**src/rtl/ioctl_pkg.sv**
```systemverilog
// rtl/ioctl_pkg.sv - shared types and constants for the ioctl download source
package ioctl_pkg;

    typedef enum logic [2:0] {
        ST_IDLE   = 3'd0,
        ST_FETCH  = 3'd1,
        ST_STROBE = 3'd2,
        ST_GAP    = 3'd3,
        ST_DRAIN  = 3'd4,
        ST_FINISH = 3'd5
    } ioctl_state_t;

    localparam int IOCTL_WORD_BYTES  = 2;
    localparam int IOCTL_DEFAULT_GAP = 2;

    typedef logic [24:0] ioctl_addr_t;

endpackage

```
**src/rtl/ioctl_source.sv**
```systemverilog
// rtl/ioctl_source.sv - streams 16-bit source words onto the ioctl download bus
module ioctl_source
    import ioctl_pkg::*;
#(
    parameter int ADDR_WIDTH = $bits(ioctl_addr_t),
    parameter int GAP_CYCLES = IOCTL_DEFAULT_GAP
) (
    input  logic                  clock,
    input  logic                  reset,
    input  logic                  start,
    input  logic                  abort,
    input  logic [7:0]            index,
    input  logic [ADDR_WIDTH-1:0] len,
    input  logic                  src_valid,
    input  logic [15:0]           src_data,
    output logic                  src_ready,
    output logic                  ioctl_download,
    output logic [7:0]            ioctl_index,
    output logic                  ioctl_wr,
    output logic [ADDR_WIDTH-1:0] ioctl_addr,
    output logic [15:0]           ioctl_dout,
    input  logic                  ioctl_wait,
    output logic                  busy,
    output logic                  done
);

    localparam logic [ADDR_WIDTH-1:0] ADDR_STEP = ADDR_WIDTH'(IOCTL_WORD_BYTES);
    localparam logic [3:0]            GAP_LOAD  = (GAP_CYCLES > 0) ? 4'(GAP_CYCLES - 1) : 4'd0;

    ioctl_state_t          state;
    logic [ADDR_WIDTH-1:0] next_addr;
    logic [ADDR_WIDTH-1:0] words_left;
    logic [3:0]            gap_cnt;
    logic                  fetch_ok;

    // The source handshake happens in the cycle before the write strobe.
    assign fetch_ok  = (state == ST_FETCH) && (words_left != '0) &&
                       src_valid && !ioctl_wait && !abort;
    assign src_ready = fetch_ok;
    assign busy      = (state != ST_IDLE);

    always_ff @(posedge clock) begin
        if (reset) begin
            state          <= ST_IDLE;
            next_addr      <= '0;
            words_left     <= '0;
            gap_cnt        <= '0;
            ioctl_download <= 1'b0;
            ioctl_index    <= '0;
            ioctl_wr       <= 1'b0;
            ioctl_addr     <= '0;
            ioctl_dout     <= '0;
            done           <= 1'b0;
        end else begin
            case (state)
                ST_IDLE: begin
                    if (start) begin
                        ioctl_index    <= index;
                        words_left     <= {1'b0, len[ADDR_WIDTH-1:1]} + ADDR_WIDTH'(len[0]);
                        next_addr      <= '0;
                        ioctl_download <= 1'b1;
                        state          <= ST_FETCH;
                    end
                end
                ST_FETCH: begin
                    if (words_left == '0 || abort) begin
                        state <= ST_DRAIN;
                    end else if (fetch_ok) begin
                        ioctl_dout <= src_data;
                        ioctl_addr <= next_addr;
                        ioctl_wr   <= 1'b1;
                        state      <= ST_STROBE;
                    end
                end
                ST_STROBE: begin
                    ioctl_wr   <= 1'b0;
                    next_addr  <= next_addr + ADDR_STEP;
                    words_left <= words_left - ADDR_WIDTH'(1);
                    // The last word skips the gap so download falls two cycles after it.
                    if (abort || words_left == ADDR_WIDTH'(1)) begin
                        state <= ST_DRAIN;
                    end else if (GAP_CYCLES == 0) begin
                        state <= ST_FETCH;
                    end else begin
                        gap_cnt <= GAP_LOAD;
                        state   <= ST_GAP;
                    end
                end
                ST_GAP: begin
                    if (abort) begin
                        state <= ST_DRAIN;
                    end else if (gap_cnt == 4'd0) begin
                        state <= ST_FETCH;
                    end else begin
                        gap_cnt <= gap_cnt - 4'd1;
                    end
                end
                ST_DRAIN: begin
                    if (!ioctl_wait) begin
                        ioctl_download <= 1'b0;
                        done           <= 1'b1;
                        state          <= ST_FINISH;
                    end
                end
                ST_FINISH: begin
                    done  <= 1'b0;
                    state <= ST_IDLE;
                end
                default: begin
                    state <= ST_IDLE;
                end
            endcase
        end
    end

endmodule

```
**config.mk**
```make
export PLATFORM = sky130hd
export DESIGN_NAME = ioctl_source
export DESIGN_NICKNAME = d
export VERILOG_FILES = /design/src/rtl/ioctl_pkg.sv /design/src/rtl/ioctl_source.sv
export SDC_FILE = /design/constraint.sdc
export NUM_CORES = 1
export LEC_CHECK = 0
export BUFFER_PORTS_ARGS = -buffer_cell sky130_fd_sc_hd__buf_2
export CORE_UTILIZATION = 50
export DETAILED_ROUTE_END_ITERATION = 6
export PLACE_DENSITY = 0.83
export SYNTH_ARGS = -nofsm -noshare
export SYNTH_HDL_FRONTEND = slang
export SYNTH_SLANG_ARGS = --single-unit
```
**constraint.sdc**
```tcl
create_clock -name clock -period 2.78 [get_ports clock]
set_clock_uncertainty 0.1 [all_clocks]
set_input_delay 0.417 -clock clock [delete_from_list [all_inputs] [get_ports clock]]
set_output_delay 0.417 -clock clock [all_outputs]
set_load 0.05 [all_outputs]
```
# Word-level counts from Yosys, hierarchy flattened
# Index checks and enable logic that the tools add are counted.
[totals]
ff_bits = 109
elab_cells = 80
output_inout_bits = 54
[classes]
n_eq_ne = 15
muxes = 24
n_reduce_logical = 26
bitwise = 1
addsub = 4
[ops]
columns = ["operator", "count"]
rows = [
  ["one-hot mux 25 bit (2 select lines)", 2],
  ["2-to-1 mux 25 bit", 2],
  ["adder 24 x 1 -> 25 bit", 1],
  ["adder 25 x 2 -> 25 bit (second input constant)", 1],
  ["== test 25 x 1 -> 1 bit (second input constant)", 1],
  ["zero test 25 bit", 1],
  ["nonzero test 25 bit", 1],
  ["subtractor 25 x 1 -> 25 bit (second input constant)", 1],
  ["2-to-1 mux 3 bit", 7],
  ["one-hot mux 3 bit (5 select lines)", 1],
  ["inequality test 2 bit (second input constant)", 7],
  ["2-to-1 mux 4 bit", 3],
  ["nonzero test 2 bit", 5],
  ["AND reduction 3 bit", 3],
  ["one-hot mux 4 bit (2 select lines)", 1],
  ["AND reduction 4 bit", 2],
  ["== test 3 x 2 -> 1 bit (second input constant)", 2],
  ["== test 3 bit (second input constant)", 2],
  ["one-hot mux 1 bit (2 select lines)", 3],
  ["AND reduction 2 bit", 3],
  ["2-to-1 mux 1 bit", 5],
  ["logical AND 1 bit", 4],
  ["zero test 4 bit", 1],
  ["subtractor 4 x 1 -> 4 bit (second input constant)", 1],
  ["8 further kinds", 10],
]

# Logic depth before layout (Yosys ltp)
# Gate-level depths: netlist of run 1.
[logic_depth]
ltp_word = 8
depth_mapped = 8
depth_no_buf = 7

# Worst setup path before layout of run 1
# Ideal clock, no wire load.
[synth_path]
path_type = "register to output"
from = "register words_left[12]"
to = "output src_ready"
path_stages_with_launch = 8
n_path_buf = 3
t_required_ps = 2263
arrival_time_ps = 1978
setup_slack_ps = 285
path_cell_list = "dfxtp_1 > or4_1 > buf_2 > nor4b_4 > nand4_1 > nor4b_1 > buf_2 > buf_6"
[synth_via]
elab_chain_cells = 5
[synth_lines]
columns = ["element", "line_no", "rtl"]
rows = [
  ["start: declaration", "ioctl_source.sv:32", "logic [ADDR_WIDTH-1:0] words_left;"],
  ["start signal: assignment", "ioctl_source.sv:59", "words_left <= {1'b0, len[ADDR_WIDTH-1:1]} + ADDR_WIDTH'(len[0]);"],
  ["start signal: assignment", "ioctl_source.sv:78", "words_left <= words_left - ADDR_WIDTH'(1);"],
  ["nonzero test 25 bit", "ioctl_source.sv:37", "assign fetch_ok = (state == ST_FETCH) && (words_left != '0) &&"],
  ["logical AND 1 bit (2 in a row)", "ioctl_source.sv:37", ""],
  ["logical AND 1 bit (2 in a row)", "ioctl_source.sv:38", "src_valid && !ioctl_wait && !abort;"],
  ["end: declaration", "ioctl_source.sv:16", "output logic src_ready,"],
]
# No other way between the ends.

# Worst setup path after layout of run 1
[layout_path]
from = "register words_left[21]"
to = "output src_ready"
# The elaborated chain is that of the path after synthesis.

==> results.toml, run 1 <==
[status]
status = "finished, final reports clean"

[die]
coreArea_mm2 = 0.0109
dieWidth_um = 108
die_h_um = 108
ios = 109
dieArea_mm2 = 0.0116
rows = 38
start_util = 0.515

[clock_network]
htree_levels = 3
ctsHoldBuffers = 0
cts.sinks = 107
path_clk_slew_ns = 0.12
clock_path_buffers = 2
numCtsBuffers = 9
cts_tree = "built"
clk_latency_ns = 0.37
clock-root-buffer = "clkbuf_8"

[setup_path]
cp_max_fo = 4
critPathTopFamily = "simple AND/OR/NAND/NOR gates"
crit_buf_inv = 1
rr_startpoint = "words_left[21]"
cp.required_ns = 2.26
rrSetupSlack_ns = 0.31
cp.arrival_ns = 2.17
cp_slowest_cell = "or4_4"
startpoint_type = "flip-flop"
path_cells = "or4_4 > nor4b_4 > nand4_1 > nor4b_4 > buf_4"
end_kind = "output port"
r2r_cells = 7
r2r-end = "gap_cnt[2]"
crit_top_cell = "nor4b_4"
critPathKind = "flip-flop to output port"
max_stage_delay_ns = 0.57

[layout]
area_delta_synth_final_pct = 16.0
design_area_mm2 = 0.00650
final_nets = 847
regArea_mm2 = 0.00215
multi_input_area_mm2 = 0.00322
num_antenna_cells = 0
fill_cells = 973
drive_gt1_frac = 0.214

[sta]
relSlewSlack = 0.569
timing.final.ws_setup_ns = 0.0950
fin_crit_sh = 0.966
hold_viol = 0
max_freq_ghz = 0.372
whs_ns = 0.169
setup_violations = 0
worst_pin_slew_ns = 0.647
finalMaxSlewViolations = 0
post-route-min-period_ns = 2.68

[min_path]
min_to = "ioctl_dout[3]"
holdCritStartpoint = "src_data[3]"
min_path_cells = 3
hp-class = "input port to flip-flop"

[drt]
vias_per_cell = 5.82
drtPass1Iterations = 5
first_iter_violations = 330
ant_nets = 0
routed_wl_um = 12900
vias = 5409
avgRoutedWirePerCell_um = 13.9
drc_errors = 0

[place]
gp_congestion = 0.830
pre_cts_ws_ns = 0.235
placed_cell_area_mm2 = 0.00626
hpwl_um = 8950
port_buffers = 107

[yosys]
async_flop_share = 0
syn-cell-area_mm2 = 0.00561
syn_avg_cell_area_um2 = 8.04
ys_dominant_reg_cell = "dfxtp_1"
synth_edf_count = 0
syn_inst = 697
seq_area_frac_synth = 0.382
yosysWarnings = 0
synth_cell_type_count = 62
syn_nets = 760
ys_ff_latch = 107

[power_and_ir_drop]
power.density_mw_per_mm2 = 491
peakVddDrop_mv = 0.270
p_leak_uw = 0.00248

[grt]
globalRouteTotalUtil = 0.226
grt_pass1_vias = 4792
grt_pass1_wl_um = 21600
grt.overflow.total = 0
grt_max_degree = 61
antenna_found_initial = 0

[job]
maxCapViolCount = 0
-- Yosys cell counts, types with 5 or more instances --
library cell / count / share of area
o21ai_0: 22 / 0.020
dfxtp_1: 107 / 0.38
and3_1: 13 / 0.015
xnor2_1: 6 / 0.0094
or2_2: 5 / 0.0056
clkbuf_1: 40 / 0.027
o31a_1: 6 / 0.0094
inv_1: 15 / 0.010
nand3_1: 27 / 0.024
nor4_1: 13 / 0.015
nor3_1: 13 / 0.012
and4_1: 6 / 0.0094
ha_1: 8 / 0.018
a31oi_1: 20 / 0.022
o211ai_1: 10 / 0.013
nand3b_1: 5 / 0.0067
or4_1: 12 / 0.016
o311ai_0: 6 / 0.0094
a21oi_1: 44 / 0.039
mux2i_1: 43 / 0.077
nor2_1: 40 / 0.027
xor2_1: 7 / 0.011
or3_1: 10 / 0.011
nand2_1: 136 / 0.091
nand4_1: 18 / 0.020
-- flip-flops by register name, summed over array words and instances, names as in the netlist --
signal          flops
ioctl_addr         24
ioctl_index         8
ioctl_wr            1
state               3
done                1
next_addr          24
ioctl_dout         16
gap_cnt             4
ioctl_download      1
words_left         25
-- layout make-up --
cell class,count,share of cell area
Clock buffer,9,0.0190
Timing Repair Buffer,127,0.110
Multi-Input combinational cell,524,0.495
Clock inverter,7,0.0108
Inverter,15,0.00866
Sequential cell,107,0.330
Tap cell,140,0.0269
-- logic make-up (layout without fill, tap and decap cells) --
logic type,Yosys count,count (layout),share of synthesized area
and+or+nand+nor,313,313,0.278
AOI/OAI and AO/OA,143,143,0.168
DFF,107,107,0.382
buffers and inverters,66,158,0.0509
muxes,46,46,0.0828
xor gates and xnor gates,13,13,0.0203
adders and majority gates,8,8,0.0179
other,1,1,0.000669
-- per-layer routing --
metal / up-vias / track usage / share of wire / wire (um)
met4: 0 / 0.0714 / 0.016 / 201
met3: 16 / 0.0321 / 0.053 / 690
met5: - / 0 / 0 / 0
li1: 2711 / - / - / -
met2: 161 / 0.376 / 0.46 / 5950
met1: 2521 / 0.299 / 0.47 / 6080
-- worst register-to-register path, stage by stage, from the launching register on --
cell and delay [ns]:
dfxtp_2 0.35, or4_4 0.57, nor4b_4 0.30, buf_4 0.15, buf_4 0.10, a41o_2 0.26
or4b_1 0.44, a31oi_1 0.13
-- metrics by stage --
| stage | power [uW] | util | cells | TNS [ns] |
|---|---|---|---|---|
| finish | 3190 | 0.597 | 929 | 0 |
| global placement | 2260 | 0.575 | 910 | 0 |
| detailed placement | 2260 | 0.575 | 910 | 0 |
| global route | 3340 | 0.597 | 929 | -0.0344 |
| floorplan | 2080 | - | 697 | 0 |
| CTS | 3200 | 0.594 | 927 | 0 |
-- worst max path at each step --
| stage | from | endpoint | slack, ns | depth (start not counted) |
|---|---|---|---|---|
| floorplan | words_left[12] | src_ready | 0.29 | 7 |
| global placement | words_left[12] | src_ready | 0.28 | 5 |
| detailed placement | words_left[12] | src_ready | 0.23 | 5 |
| CTS | words_left[15] | src_ready | 0.04 | 5 |
| global route | words_left[21] | src_ready | -0.03 | 5 |
| finish | words_left[21] | src_ready | 0.1 | 5 |
-- cell usage in the layout, fill, tap and decap left out, types with 3 or more instances in the layout --
master	n
xor2_1	7
a41oi_1	4
or3_1	10
dfxtp_1	104
a221oi_1	3
buf_4	19
mux2_2	3
inv_1	14
and4_1	6
nand2_1	136
a311oi_1	4
nor3_1	13
nand4_1	18
a21oi_1	44
nor4b_4	3
a211oi_1	4
clkbuf_8	9
xnor2_1	6
nor4_1	12
buf_2	106
o211ai_1	10
o31a_1	6
or2_2	5
o21a_1	3
o21ai_0	22
o311ai_0	6
nand3_1	27
and3_1	13
or4_1	10
mux2i_1	43
nor2_1	40
ha_1	8
a31oi_1	20
o31ai_1	3
nand3b_1	5
-- timing repair --
item                                    4_1_cts  5_1_grt
pin swaps                                     3        4
gates resized for setup                       3        6
setup buffers                                 1        2
endpoints found under the setup margin        1        1
-- power breakdown --
part	switching (uW)	total (uW)	leakage [uW]	internal (uW)
logic	392	618	0.00151	225
registers	56.5	1640	0.000869	1590
clock network	582	932	0.0000951	350
No activity file was read; power rests on OpenSTA's default activity.
==> run 2, diff against run 1 <==
--- a/config.mk
+++ b/config.mk
@@ -6,9 +6,9 @@
 export NUM_CORES = 1
 export LEC_CHECK = 0
 export BUFFER_PORTS_ARGS = -buffer_cell sky130_fd_sc_hd__buf_2
-export CORE_UTILIZATION = 50
+export CORE_UTILIZATION = 45
 export DETAILED_ROUTE_END_ITERATION = 6
-export PLACE_DENSITY = 0.83
+export PLACE_DENSITY = 0.77
 export SYNTH_ARGS = -nofsm -noshare
 export SYNTH_HDL_FRONTEND = slang
 export SYNTH_SLANG_ARGS = --single-unit
==> results.toml, run 2 (synthesized netlist as in run 1, its figures left out) <==
[layout]
top_register = "words_left"
drive_gt1_frac = 0.213
final_util = 0.553
area_delta_synth_final_pct = 18.9
top_regs = "words_left: 25 flops, ioctl_addr: 24 flops, next_addr: 24 flops"
mostFrequentLayoutCells = "nand2_1, buf_2, dfxtp_1"
instances_no_fill = 958
largest_reg_flops = 25
final_nets = 848
design_area_mm2 = 0.00667
num_antenna_cells = 0
mostFrequentLayoutCell = "nand2_1"

[power_and_ir_drop]
pwr-share-comb = 0.173
p_int_uw = 2560
p_sw_frac = 0.283
power.density_mw_per_mm2 = 536
peakVddDrop_mv = 0.355
sequentialPowerShare = 0.459
clkPwrFrac = 0.368
p_leak_uw = 0.00254
switchingPower_uw = 1010

[clock_network]
cts_tree = "built"
htree_levels = 3
ctsHoldBuffers = 0
cts.sinks = 107
numCtsBuffers = 9
clock-root-buffer = "clkbuf_16"
clk_latency_ns = 0.34
path_clk_slew_ns = 0.07
clock_path_buffers = 2

[grt]
grt_max_degree = 61
antenna_found_initial = 0
grt.overflow.total = 0
grt_pass1_wl_um = 21600
globalRouteTotalUtil = 0.204
grt_pass1_vias = 4578

[die]
coreArea_mm2 = 0.0121
ios = 109
dieArea_mm2 = 0.0129
start_util = 0.465
die_h_um = 114
rows = 40
dieWidth_um = 114

[setup_path]
critical_path.startpoint = "words_left[21]"
critPathKind = "flip-flop to output port"
cp.required_ns = 2.26
cp.arrival_ns = 2.20
cp_max_fo = 4
end_kind = "output port"
startpoint_type = "flip-flop"
rr_startpoint = "words_left[21]"
rrSetupSlack_ns = 0.26
r2r_cells = 7
r2r-end = "gap_cnt[2]"

[drt]
highest_layer = "met4"
drtPass1Iterations = 7
ant_nets = 0
routed_wl_um = 13100
wl_met3_um = 566
drt-met1-wl_um = 6300
wl_met2_um = 6070
first_iter_violations = 428
vias_per_cell = 5.58
avgRoutedWirePerCell_um = 13.7
drc_errors = 0
vias = 5343

[job]
maxCapViolCount = 0

[sta]
worst_pin_slew_ns = 0.670
post-route-min-period_ns = 2.71
fin_crit_sh = 0.976
relSlewSlack = 0.553
setup_violations = 0
hold_viol = 0
timing.final.ws_setup_ns = 0.0672
finalMaxSlewViolations = 0
max_freq_ghz = 0.369

[place]
placed_cells = 939
hpwl_um = 8900
port_buffers = 107
placed_cell_area_mm2 = 0.00631
pre_cts_ws_ns = 0.254
gp_congestion = 0.852

[min_path]
min_to = "ioctl_dout[0]"
hp-class = "input port to flip-flop"
holdCritStartpoint = "src_data[0]"
min_path_cells = 3

[status]
status = "finished, final reports clean"
==> run 2: power by group through the flow <==
stage | clock network (uW) | registers, uW | logic [uW]
2_1_floorplan | 0 | 1720 | 360
4_1_cts | 1340 | 1640 | 606
3_5_place_dp | 0 | 1670 | 590
5_1_grt | 1410 | 1650 | 673
6_report | 1320 | 1640 | 619
3_3_place_gp | 0 | 1670 | 585
==> run 2: worst max path at each step <==
stage | to | slack [ns]
after floorplan | src_ready | 0.29
after global placement | src_ready | 0.25
after detailed placement | src_ready | 0.25
after CTS | src_ready | 0.006
after global routing | src_ready | -0.01
final | src_ready | 0.07
==> run 2: worst max-delay path, stage by stage, from the launching register on <==
cell and delay, ns:
dfxtp_1 0.34, or4_4 0.58, nor4b_4 0.33, nand4_1 0.23
nor4b_4 0.19, buf_4 0.19
==> run 2: metal layers <==
metal  up-vias  global-route usage
li1       2713                   -
met1      2489               0.277
met2       123               0.333
met3        18              0.0356
met4         0              0.0614
met5         -                   0
==> run 2: through the flow <==
step	hold slack, ns	TNS, ns	total power [uW]
2_1_floorplan	0.352	0	2080
3_3_place_gp	0.340	0	2260
3_5_place_dp	0.344	0	2260
4_1_cts	0.200	0	3580
5_1_grt	0.203	-0.0105	3730
6_report	0.210	0	3570
==> run 2: area by class of cell <==
cell class / instances / area, um^2
clock buffer: 11 / 253
tap: 168 / 210
multi-input combinational: 524 / 3210
fill: 1132 / 5390
sequential: 107 / 2140
timing repair buffer: 128 / 733
clock inverter: 5 / 60.1
inverter: 15 / 56.3
==> run 2: timing repair <==
item,in CTS,in global routing
buffers inserted,1,2
setup endpoints to repair,1,1
pin swaps,2,3
resized for setup,2,5
==> run 3, diff against run 2 <==
==> constraint.sdc (replaced) <==
create_clock -name clock -period 2.78 [get_ports clock]
set_clock_uncertainty 0.1 [all_clocks]
set_input_delay 0.695 -clock clock [delete_from_list [all_inputs] [get_ports clock]]
set_output_delay 0.695 -clock clock [all_outputs]
set_load 0.05 [all_outputs]
==> results.toml, run 3 (synthesized netlist as in run 1, its figures left out) <==
[job]
maxCapViolCount = 0

[min_path]
min_path_cells = 2
min_to = "ioctl_index[0]"
holdCritStartpoint = "ioctl_index[0]"
hp-class = "flip-flop to flip-flop"

[layout]
fill_cells = 1140
largest_reg_flops = 25
num_antenna_cells = 0
final_nets = 860
mostFrequentLayoutCells = "nand2_1, buf_2, dfxtp_1"
mostFrequentLayoutCell = "nand2_1"
top_regs = "words_left: 25 flops, ioctl_addr: 24 flops, next_addr: 24 flops"
area_delta_synth_final_pct = 20.2
drive_gt1_frac = 0.224
design_area_mm2 = 0.00674
top_register = "words_left"

[drt]
vias = 5467
first_iter_violations = 410
vias_per_cell = 5.64
drtPass1Iterations = 5
drc_errors = 0
routed_wl_um = 13500
avgRoutedWirePerCell_um = 13.9
ant_nets = 0

[sta]
hold_viol = 0
post-route-min-period_ns = 2.92
tns_ns = -0.135
max_freq_ghz = 0.343
setup_violations = 1
rsz0062_at_grt = "yes"
timing.final.ws_setup_ns = -0.135
finalMaxSlewViolations = 0
worst_pin_slew_ns = 0.673
fin_crit_sh = 1.05
relSlewSlack = 0.551
whs_ns = 0.351

[clock_network]
cts.sinks = 107
cts_tree = "built"
htree_levels = 3
numCtsBuffers = 9
clock-root-buffer = "clkbuf_16"
ctsHoldBuffers = 0
clock_path_buffers = 2
path_clk_slew_ns = 0.07
clk_latency_ns = 0.35

[place]
pre_cts_ws_ns = 0.111
port_buffers = 107
placed_cell_area_mm2 = 0.00638
gp_congestion = 0.878
hpwl_um = 9270

[die]
ios = 109
start_util = 0.465
dieWidth_um = 114
dieArea_mm2 = 0.0129
die_h_um = 114
coreArea_mm2 = 0.0121
rows = 40

[setup_path]
cp_max_fo = 4
startpoint_type = "flip-flop"
r2r-end = "ioctl_addr[3]"
rr_startpoint = "words_left[13]"
end_kind = "output port"
critPathKind = "flip-flop to output port"
r2r_cells = 7
rrSetupSlack_ns = 0.22
cp.required_ns = 1.99
cp.arrival_ns = 2.12

[grt]
grt_pass1_wl_um = 22600
antenna_found_initial = 0
globalRouteTotalUtil = 0.215
grt_max_degree = 61
grt_pass1_vias = 4904
grt.overflow.total = 0

[power_and_ir_drop]
p_int_uw = 2570
sequentialPowerShare = 0.456
p_leak_uw = 0.00260
clkPwrFrac = 0.368
peakVddDrop_mv = 0.360
switchingPower_uw = 1020
p_sw_frac = 0.285
power.density_mw_per_mm2 = 534
pwr-share-comb = 0.176

[status]
status = "finished with violations"
violations = "setup timing"
run 3: changes by cell type in the layout (fill, tap and decap cells not counted):
cell | previous run | this run
buf_4 | 19 | 32
buf_12 | 3 | 1
buf_6 | 0 | 1
run 3: final cells by class:
class,count,area (um^2),area share
Inverter,15,56.3,0.00836
Tap cell,168,210,0.0312
Sequential cell,107,2140,0.318
Clock inverter,5,60.1,0.00892
Clock buffer,11,253,0.0375
Multi-Input combinational cell,524,3210,0.477
Timing Repair Buffer,140,802,0.119
run 3: how the worst max path moves through the flow:
stage                        start         to  slack [ns]  cells past startpoint
floorplan           words_left[12]  src_ready       0.007                      7
global placement    words_left[13]  src_ready        0.12                      5
detailed placement  words_left[13]  src_ready        0.11                      5
CTS                 words_left[19]  src_ready       -0.14                      5
global route        words_left[12]  src_ready       -0.23                      5
finish              words_left[13]  src_ready       -0.14                      5
run 3: timing repair:
item                                    CTS  global route
pin swaps                                 3             2
cloned                                    0             0
buffers inserted                          2             1
resized for setup                         6             1
endpoints found under the setup margin    1             1
run 3: layer usage:
layer	track usage	vias to the layer above	wire, um
met1	0.278	2561	6270
met5	0	-	0
met4	0.0746	0	252
met2	0.357	151	6390
met3	0.0430	19	611
li1	-	2736	-
run 3: worst max-delay path, cell delays in order (launching register included):
cell,delay (ns)
dfxtp_2,0.33
or4_4,0.53
nor4b_4,0.33
nand4_1,0.22
nor4b_4,0.20
buf_6,0.15
run 3: power groups by stage:
stage	sequential (uW)	clock (uW)	combinational (uW)
after floorplan	1720	0	360
after global placement	1670	0	602
after detailed placement	1670	0	608
after CTS	1640	1350	627
after global routing	1650	1420	691
final	1640	1320	634
run 3: metrics by stage:
stage / util / cells / total power (uW)
floorplan: - / 697 / 2080
global placement: 0.529 / 951 / 2270
detailed placement: 0.529 / 951 / 2280
CTS: 0.558 / 969 / 3610
global route: 0.559 / 970 / 3760
finish: 0.559 / 970 / 3600
